[src/rtl/gpio_arb_pkg.sv]
// Shared types and helpers for the GPIO output arbiter and its round-robin picker.
package gpio_arb_pkg;

    // Largest requester count any arbiter built on the picker supports.
    localparam int MAX_REQ   = 8;
    localparam int MAX_IDX_W = 3;

    // Default hold length and the counter width it needs (counts HOLD_CYCLES-1 down to 0).
    localparam int DEFAULT_HOLD_CYCLES = 16;
    localparam int HOLD_CNT_W          = $clog2(DEFAULT_HOLD_CYCLES + 1);

    typedef enum logic {
        IDLE = 1'b0,
        HOLD = 1'b1
    } arb_state_t;

    // Winner is the first set request bit after 'last', wrapping modulo num_req.
    // Returns 0 when nothing is requested; callers qualify it with |req.
    function automatic logic [MAX_IDX_W-1:0] rr_next(
        input logic [MAX_REQ-1:0]   req,
        input logic [MAX_IDX_W-1:0] last,
        input int                   num_req
    );
        int   cand;
        logic found;
        rr_next = '0;
        found   = 1'b0;
        for (int k = 1; k <= MAX_REQ; k++) begin
            if (!found && (k <= num_req)) begin
                cand = (int'(last) + k) % num_req;
                if (req[cand[MAX_IDX_W-1:0]]) begin
                    rr_next = cand[MAX_IDX_W-1:0];
                    found   = 1'b1;
                end
            end
        end
    endfunction

endpackage

[src/rtl/gpio_rr_picker.sv]
// Combinational round-robin picker; reusable by any shared-resource arbiter.
module gpio_rr_picker
    import gpio_arb_pkg::*;
#(
    parameter int NUM_REQ = 4,
    parameter int IDX_W   = $clog2(NUM_REQ)
) (
    input  logic [NUM_REQ-1:0] req,
    input  logic [IDX_W-1:0]   last,
    output logic               grant_valid,
    output logic [IDX_W-1:0]   grant_idx
);

    logic [MAX_REQ-1:0]   req_pad;
    logic [MAX_IDX_W-1:0] last_pad;
    logic [MAX_IDX_W-1:0] pick;

    // Widen to the package's fixed width, search, and narrow the result back.
    always_comb begin
        req_pad                = '0;
        req_pad[NUM_REQ-1:0]   = req;
        last_pad               = '0;
        last_pad[IDX_W-1:0]    = last;
        pick                   = rr_next(req_pad, last_pad, NUM_REQ);
        grant_valid            = |req;
        grant_idx              = pick[IDX_W-1:0];
    end

endmodule

[src/rtl/gpio_output_arbiter.sv]
// Shares the GPIO output bank between requesters: round-robin grant, masked
// read-modify-write per grant, then a fixed hold so output states stay visible.
module gpio_output_arbiter
    import gpio_arb_pkg::*;
#(
    parameter int                    NUM_REQ     = 4,
    parameter int                    GPIO_WIDTH  = 8,
    parameter int                    HOLD_CYCLES = 16,
    parameter logic [GPIO_WIDTH-1:0] RESET_VALUE = '0
) (
    input  logic                          clk,
    input  logic                          reset_n,
    input  logic [NUM_REQ-1:0]            req,
    input  logic [NUM_REQ*GPIO_WIDTH-1:0] wdata,
    input  logic [NUM_REQ*GPIO_WIDTH-1:0] wmask,
    output logic [NUM_REQ-1:0]            ack,
    output logic [GPIO_WIDTH-1:0]         gpio_o,
    output logic                          busy,
    output logic [$clog2(NUM_REQ)-1:0]    owner
);

    localparam int IDX_W = $clog2(NUM_REQ);
    localparam int CNT_W = $clog2(HOLD_CYCLES + 1);

    if (NUM_REQ < 2 || NUM_REQ > MAX_REQ) begin : g_bad_num_req
        $error("gpio_output_arbiter: NUM_REQ must be in 2..8");
    end
    if (HOLD_CYCLES < 1) begin : g_bad_hold
        $error("gpio_output_arbiter: HOLD_CYCLES must be >= 1");
    end

    arb_state_t             state_reg;
    logic [GPIO_WIDTH-1:0]  gpio_reg;
    logic [NUM_REQ-1:0]     ack_reg;
    logic                   busy_reg;
    logic [IDX_W-1:0]       owner_reg;
    logic [IDX_W-1:0]       last_reg;
    logic [CNT_W-1:0]       cnt_reg;

    logic                   grant_valid;
    logic [IDX_W-1:0]       grant_idx;

    logic [GPIO_WIDTH-1:0]  wdata_arr  [NUM_REQ];
    logic [GPIO_WIDTH-1:0]  wmask_arr  [NUM_REQ];
    logic [GPIO_WIDTH-1:0]  merged_arr [NUM_REQ];

    // Per-requester slices and the value gpio_o would take if that requester won.
    for (genvar gi = 0; gi < NUM_REQ; gi++) begin : g_slice
        assign wdata_arr[gi]  = wdata[gi*GPIO_WIDTH +: GPIO_WIDTH];
        assign wmask_arr[gi]  = wmask[gi*GPIO_WIDTH +: GPIO_WIDTH];
        assign merged_arr[gi] = (gpio_reg & ~wmask_arr[gi]) | (wdata_arr[gi] & wmask_arr[gi]);
    end

    gpio_rr_picker #(
        .NUM_REQ (NUM_REQ),
        .IDX_W   (IDX_W)
    ) u_picker (
        .req         (req),
        .last        (last_reg),
        .grant_valid (grant_valid),
        .grant_idx   (grant_idx)
    );

    // Arbiter FSM: grant and apply one write from IDLE, then sit in HOLD for HOLD_CYCLES.
    always_ff @(posedge clk or negedge reset_n) begin
        if (!reset_n) begin
            state_reg <= IDLE;
            gpio_reg  <= RESET_VALUE;
            ack_reg   <= '0;
            busy_reg  <= 1'b0;
            owner_reg <= '0;
            last_reg  <= IDX_W'(NUM_REQ - 1);
            cnt_reg   <= '0;
        end else begin
            ack_reg <= '0;
            case (state_reg)
                IDLE: begin
                    if (grant_valid) begin
                        gpio_reg           <= merged_arr[grant_idx];
                        ack_reg[grant_idx] <= 1'b1;
                        owner_reg          <= grant_idx;
                        last_reg           <= grant_idx;
                        cnt_reg            <= CNT_W'(HOLD_CYCLES - 1);
                        busy_reg           <= 1'b1;
                        state_reg          <= HOLD;
                    end
                end
                HOLD: begin
                    if (cnt_reg == '0) begin
                        busy_reg  <= 1'b0;
                        state_reg <= IDLE;
                    end else begin
                        cnt_reg <= cnt_reg - CNT_W'(1);
                    end
                end
                default: state_reg <= IDLE;
            endcase
        end
    end

    assign ack    = ack_reg;
    assign gpio_o = gpio_reg;
    assign busy   = busy_reg;
    assign owner  = owner_reg;

endmodule

[config.mk]
export PLATFORM = sky130hd
export DESIGN_NAME = gpio_output_arbiter
export DESIGN_NICKNAME = d
export VERILOG_FILES = /design/src/rtl/gpio_arb_pkg.sv /design/src/rtl/gpio_rr_picker.sv /design/src/rtl/gpio_output_arbiter.sv
export SDC_FILE = /design/constraint.sdc
export NUM_CORES = 1
export LEC_CHECK = 0
export CAP_MARGIN = 5
export CORE_MARGIN = 2
export CORE_UTILIZATION = 67
export CTS_CLUSTER_SIZE = 16
export DETAILED_ROUTE_END_ITERATION = 7
export DONT_BUFFER_PORTS = 1
export HOLD_SLACK_MARGIN = 0.12
export PLACE_DENSITY = 0.83
export SETUP_SLACK_MARGIN = 0.1
export SYNTH_ARGS = -nofsm -noshare
export SYNTH_HDL_FRONTEND = slang
export SYNTH_SLANG_ARGS = --single-unit
[constraint.sdc]
create_clock -name clk -period 5.7 [get_ports clk]
set_input_delay 0 -clock clk [delete_from_list [all_inputs] [get_ports clk]]
set_output_delay 0 -clock clk [all_outputs]
set_load 0.01 [all_outputs]
==> impl_metrics.py <==
metrics = {
    "clock_tree": {
        "worstSkewPairLatency_ps": 320,
        "htree_levels": 1,
        "clk_path_buf_depth": 2,
        "cts_root_buf": "clkbuf_4",
        "cts_made_buffers": 3,
        "clock-sinks": 23,
        "path_clk_slew_ps": 140,
        "cts_tree": "done",
        "post_cts.repair.setup_buffers": 0,
    },
    "setup_path": {
        "worstPathRequired_ps": 5960,
        "worstPathArrival_ps": 4010,
        "worst_setup_path_start_kind": "flop",
        "r2r_slack_ps": 1950,
        "path_class": "reg2reg",
        "cp_max_fo": 35,
        "rr_worst_depth": 7,
        "r2r_start": "last_reg[1]$_DFFE_PN1P_",
        "cp-end-kind": "flop",
    },
    "sta": {
        "fin_skew_ps": 18.2,
        "hold_viol": 0,
        "max_freq_mhz": 267,
        "rsz0062_at_grt": "false",
        "finalWorstSetupSlack_ps": 1950,
        "finalSetupTns_ps": 0,
        "finalSetupViolations": 0,
        "fin_crit_ps": 3750,
        "slew_headroom": 0.251,
        "finalCritPeriodShare": 0.658,
        "slew_violations": 0,
        "max_slew.worst_pin.slew_ps": 1120,
    },
    "routing": {
        "drc": 1,
        "wl_per_cell_um": 22.6,
        "viasPerCell": 7.28,
        "vias": 1725,
        "dr.pass1.iters": 6,
        "drt_iter0_drc": 83,
        "totalWireLength_um": 5360,
        "ant_nets": 0,
    },
    "global_route": {
        "grt_pass1_vias": 1732,
        "grt_pass1_wl_um": 8290,
        "grt_max_degree": 38,
        "gr-total-overflow": 0,
        "antenna_found_initial": 0,
        "grtUsageTotal": 0.416,
    },
    "synthesis": {
        "synth_fa_ha_area_frac": 0.0156,
        "synth_common_cells": "25 x nand2_1, 21 x dfrtp_1, 18 x nor2_1, 17 x mux2i_1, 9 x o22a_1",
        "synth-seq-area-share": 0.361,
        "synthXorXnorAreaFrac": 0.00546,
        "synth.distinct_cells": 30,
        "synthSimpleGateAreaFrac": 0.175,
        "synthArstFlopShare": 1.00,
        "yosys.area.top_type": "dfrtp_1",
        "synth_compound_area_frac": 0.279,
        "syn_area_um2": 1600,
        "syn_avg_cell_area_um2": 9.11,
        "syn_inst": 176,
        "ys_ff_latch": 23,
        "synth-edff-count": 0,
        "synthTopCellsByArea": "dfrtp_1 33%, mux2i_1 11%, nand2_1 5.9%",
        "yosys_warnings": 0,
        "ys.flop_type": "dfrtp_1",
        "synth_mux_area_frac": 0.106,
        "synth_top_area_share": 0.328,
        "synth_top_family_by_area": "compound AO/OA/AOI/OAI gates",
        "syn-num-nets": 248,
        "yosysMostFrequentCell": "nand2_1",
    },
    "floorplan": {
        "die_x_um": 52.9,
        "start_util": 0.718,
        "io_pins": 85,
        "core_um2": 2230,
        "rows": 17,
        "die_y_um": 52.9,
        "die_area_um2": 2800,
    },
    "pwr": {
        "irDropWorstVdd_v": 0.000407,
        "leakage_nw": 0.892,
        "total_power_uw": 897,
        "power_density_nw_per_um2": 451,
    },
    "place": {
        "gp_congestion": 0.724,
        "dp_hpwl_um": 2830,
        "numPortBuffers": 0,
        "place_area_um2": 1560,
        "place_ws_ps": 2700,
    },
    "min_path": {
        "holdPathEnd": "ack[0]$_DFF_PN0_",
        "hp-class": "in2reg",
        "min_from": "req[0]",
        "hold_depth": 2,
    },
    "cells_and_area": {
        "drive_above_1_share": 0.0335,
        "fin_area_um2": 1990,
        "finish.utilization": 0.891,
        "n_antenna_cell": 0,
        "syn_to_final_growth_pct": 24.2,
        "final_nets": 282,
    },
    "run": {
        "maxCapViolCount": 0,
    },
    "status": {
        "violations": "design-rule violations",
        "status": "finished with violations",
    },
}
critical path, cell delays in order (launching register included):
cell and delay (ps):
dfstp_2 620, a21oi_1 90, a31oi_1 180, a21o_1 890, nand2_1 720, o22a_1 360
o31ai_1 240, dlygate4sd3_1 610
worst max-delay path by stage:
stage	start	endpoint	slack [ps]	cells after the start
2_1_floorplan	last_reg[1]$_DFFE_PN1P_	flop	3880	8
3_3_place_gp	last_reg[1]$_DFFE_PN1P_	flop	2940	6
3_5_place_dp	last_reg[1]$_DFFE_PN1P_	flop	2700	6
4_1_cts	last_reg[1]$_DFFE_PN1P_	flop	2160	7
5_1_grt	last_reg[1]$_DFFE_PN1P_	flop	1870	7
6_report	last_reg[1]$_DFFE_PN1P_	flop	1950	7
final cells by class:
type / instances / area (um^2)
Multi-Input combinational cell: 139 / 938
Tap cell: 28 / 35.0
Timing Repair Buffer: 40 / 400
Sequential cell: 23 / 578
Inverter: 3 / 11.3
Clock buffer: 3 / 22.5
Clock inverter: 1 / 5.00
Fill cell: 104 / 243
logic make-up after synthesis:
family,Yosys count
fa+ha+maj,2
flops,23
mux,17
compound gates,56
xor+xnor,1
buf+inv,14
simple gates,63
per-layer routing:
layer	vias to the layer above	global-route usage	wire length (um)
li1	738	-	-
met1	815	0.456	1840
met3	33	0.113	512
met5	-	0	0
met4	0	0.226	288
met2	139	0.721	2720
where the power goes:
part	internal [mW]	total [mW]	switching, mW	leakage (nW)
sequential	0.236	0.318	0.0829	0.279
clock	0.0262	0.0774	0.0512	0.0177
combinational	0.240	0.501	0.261	0.595
total	0.502	0.897	0.395	0.892
timing repair:
action / in CTS / in global routing
gates resized for setup: 0 / 0
hold buffers: 40 / 0
endpoints found under the hold margin: 35 / 0
layout by cell type (no fill, tap or decap), types with 4 or more instances in the layout:
cell type      netlist  final
nand2b_1             4      4
nand3_1              8      8
a311oi_1             8      8
mux2i_1             17     17
nor2_1              18     18
o31ai_1              8      8
o221ai_1             8      8
dfrtp_1             21     21
o22a_1               9      9
nand2_1             25     25
o211a_1              8      8
a21oi_1              7      7
dlygate4sd3_1        0     40
stage by stage:
step / instances / hold WS, ps
after global placement: 193 / -295
after detailed placement: 193 / -295
final: 237 / 169
after floorplan: 176 / -296
after CTS: 237 / 169
after global routing: 237 / 165
Power figures use the tool's default switching activity.
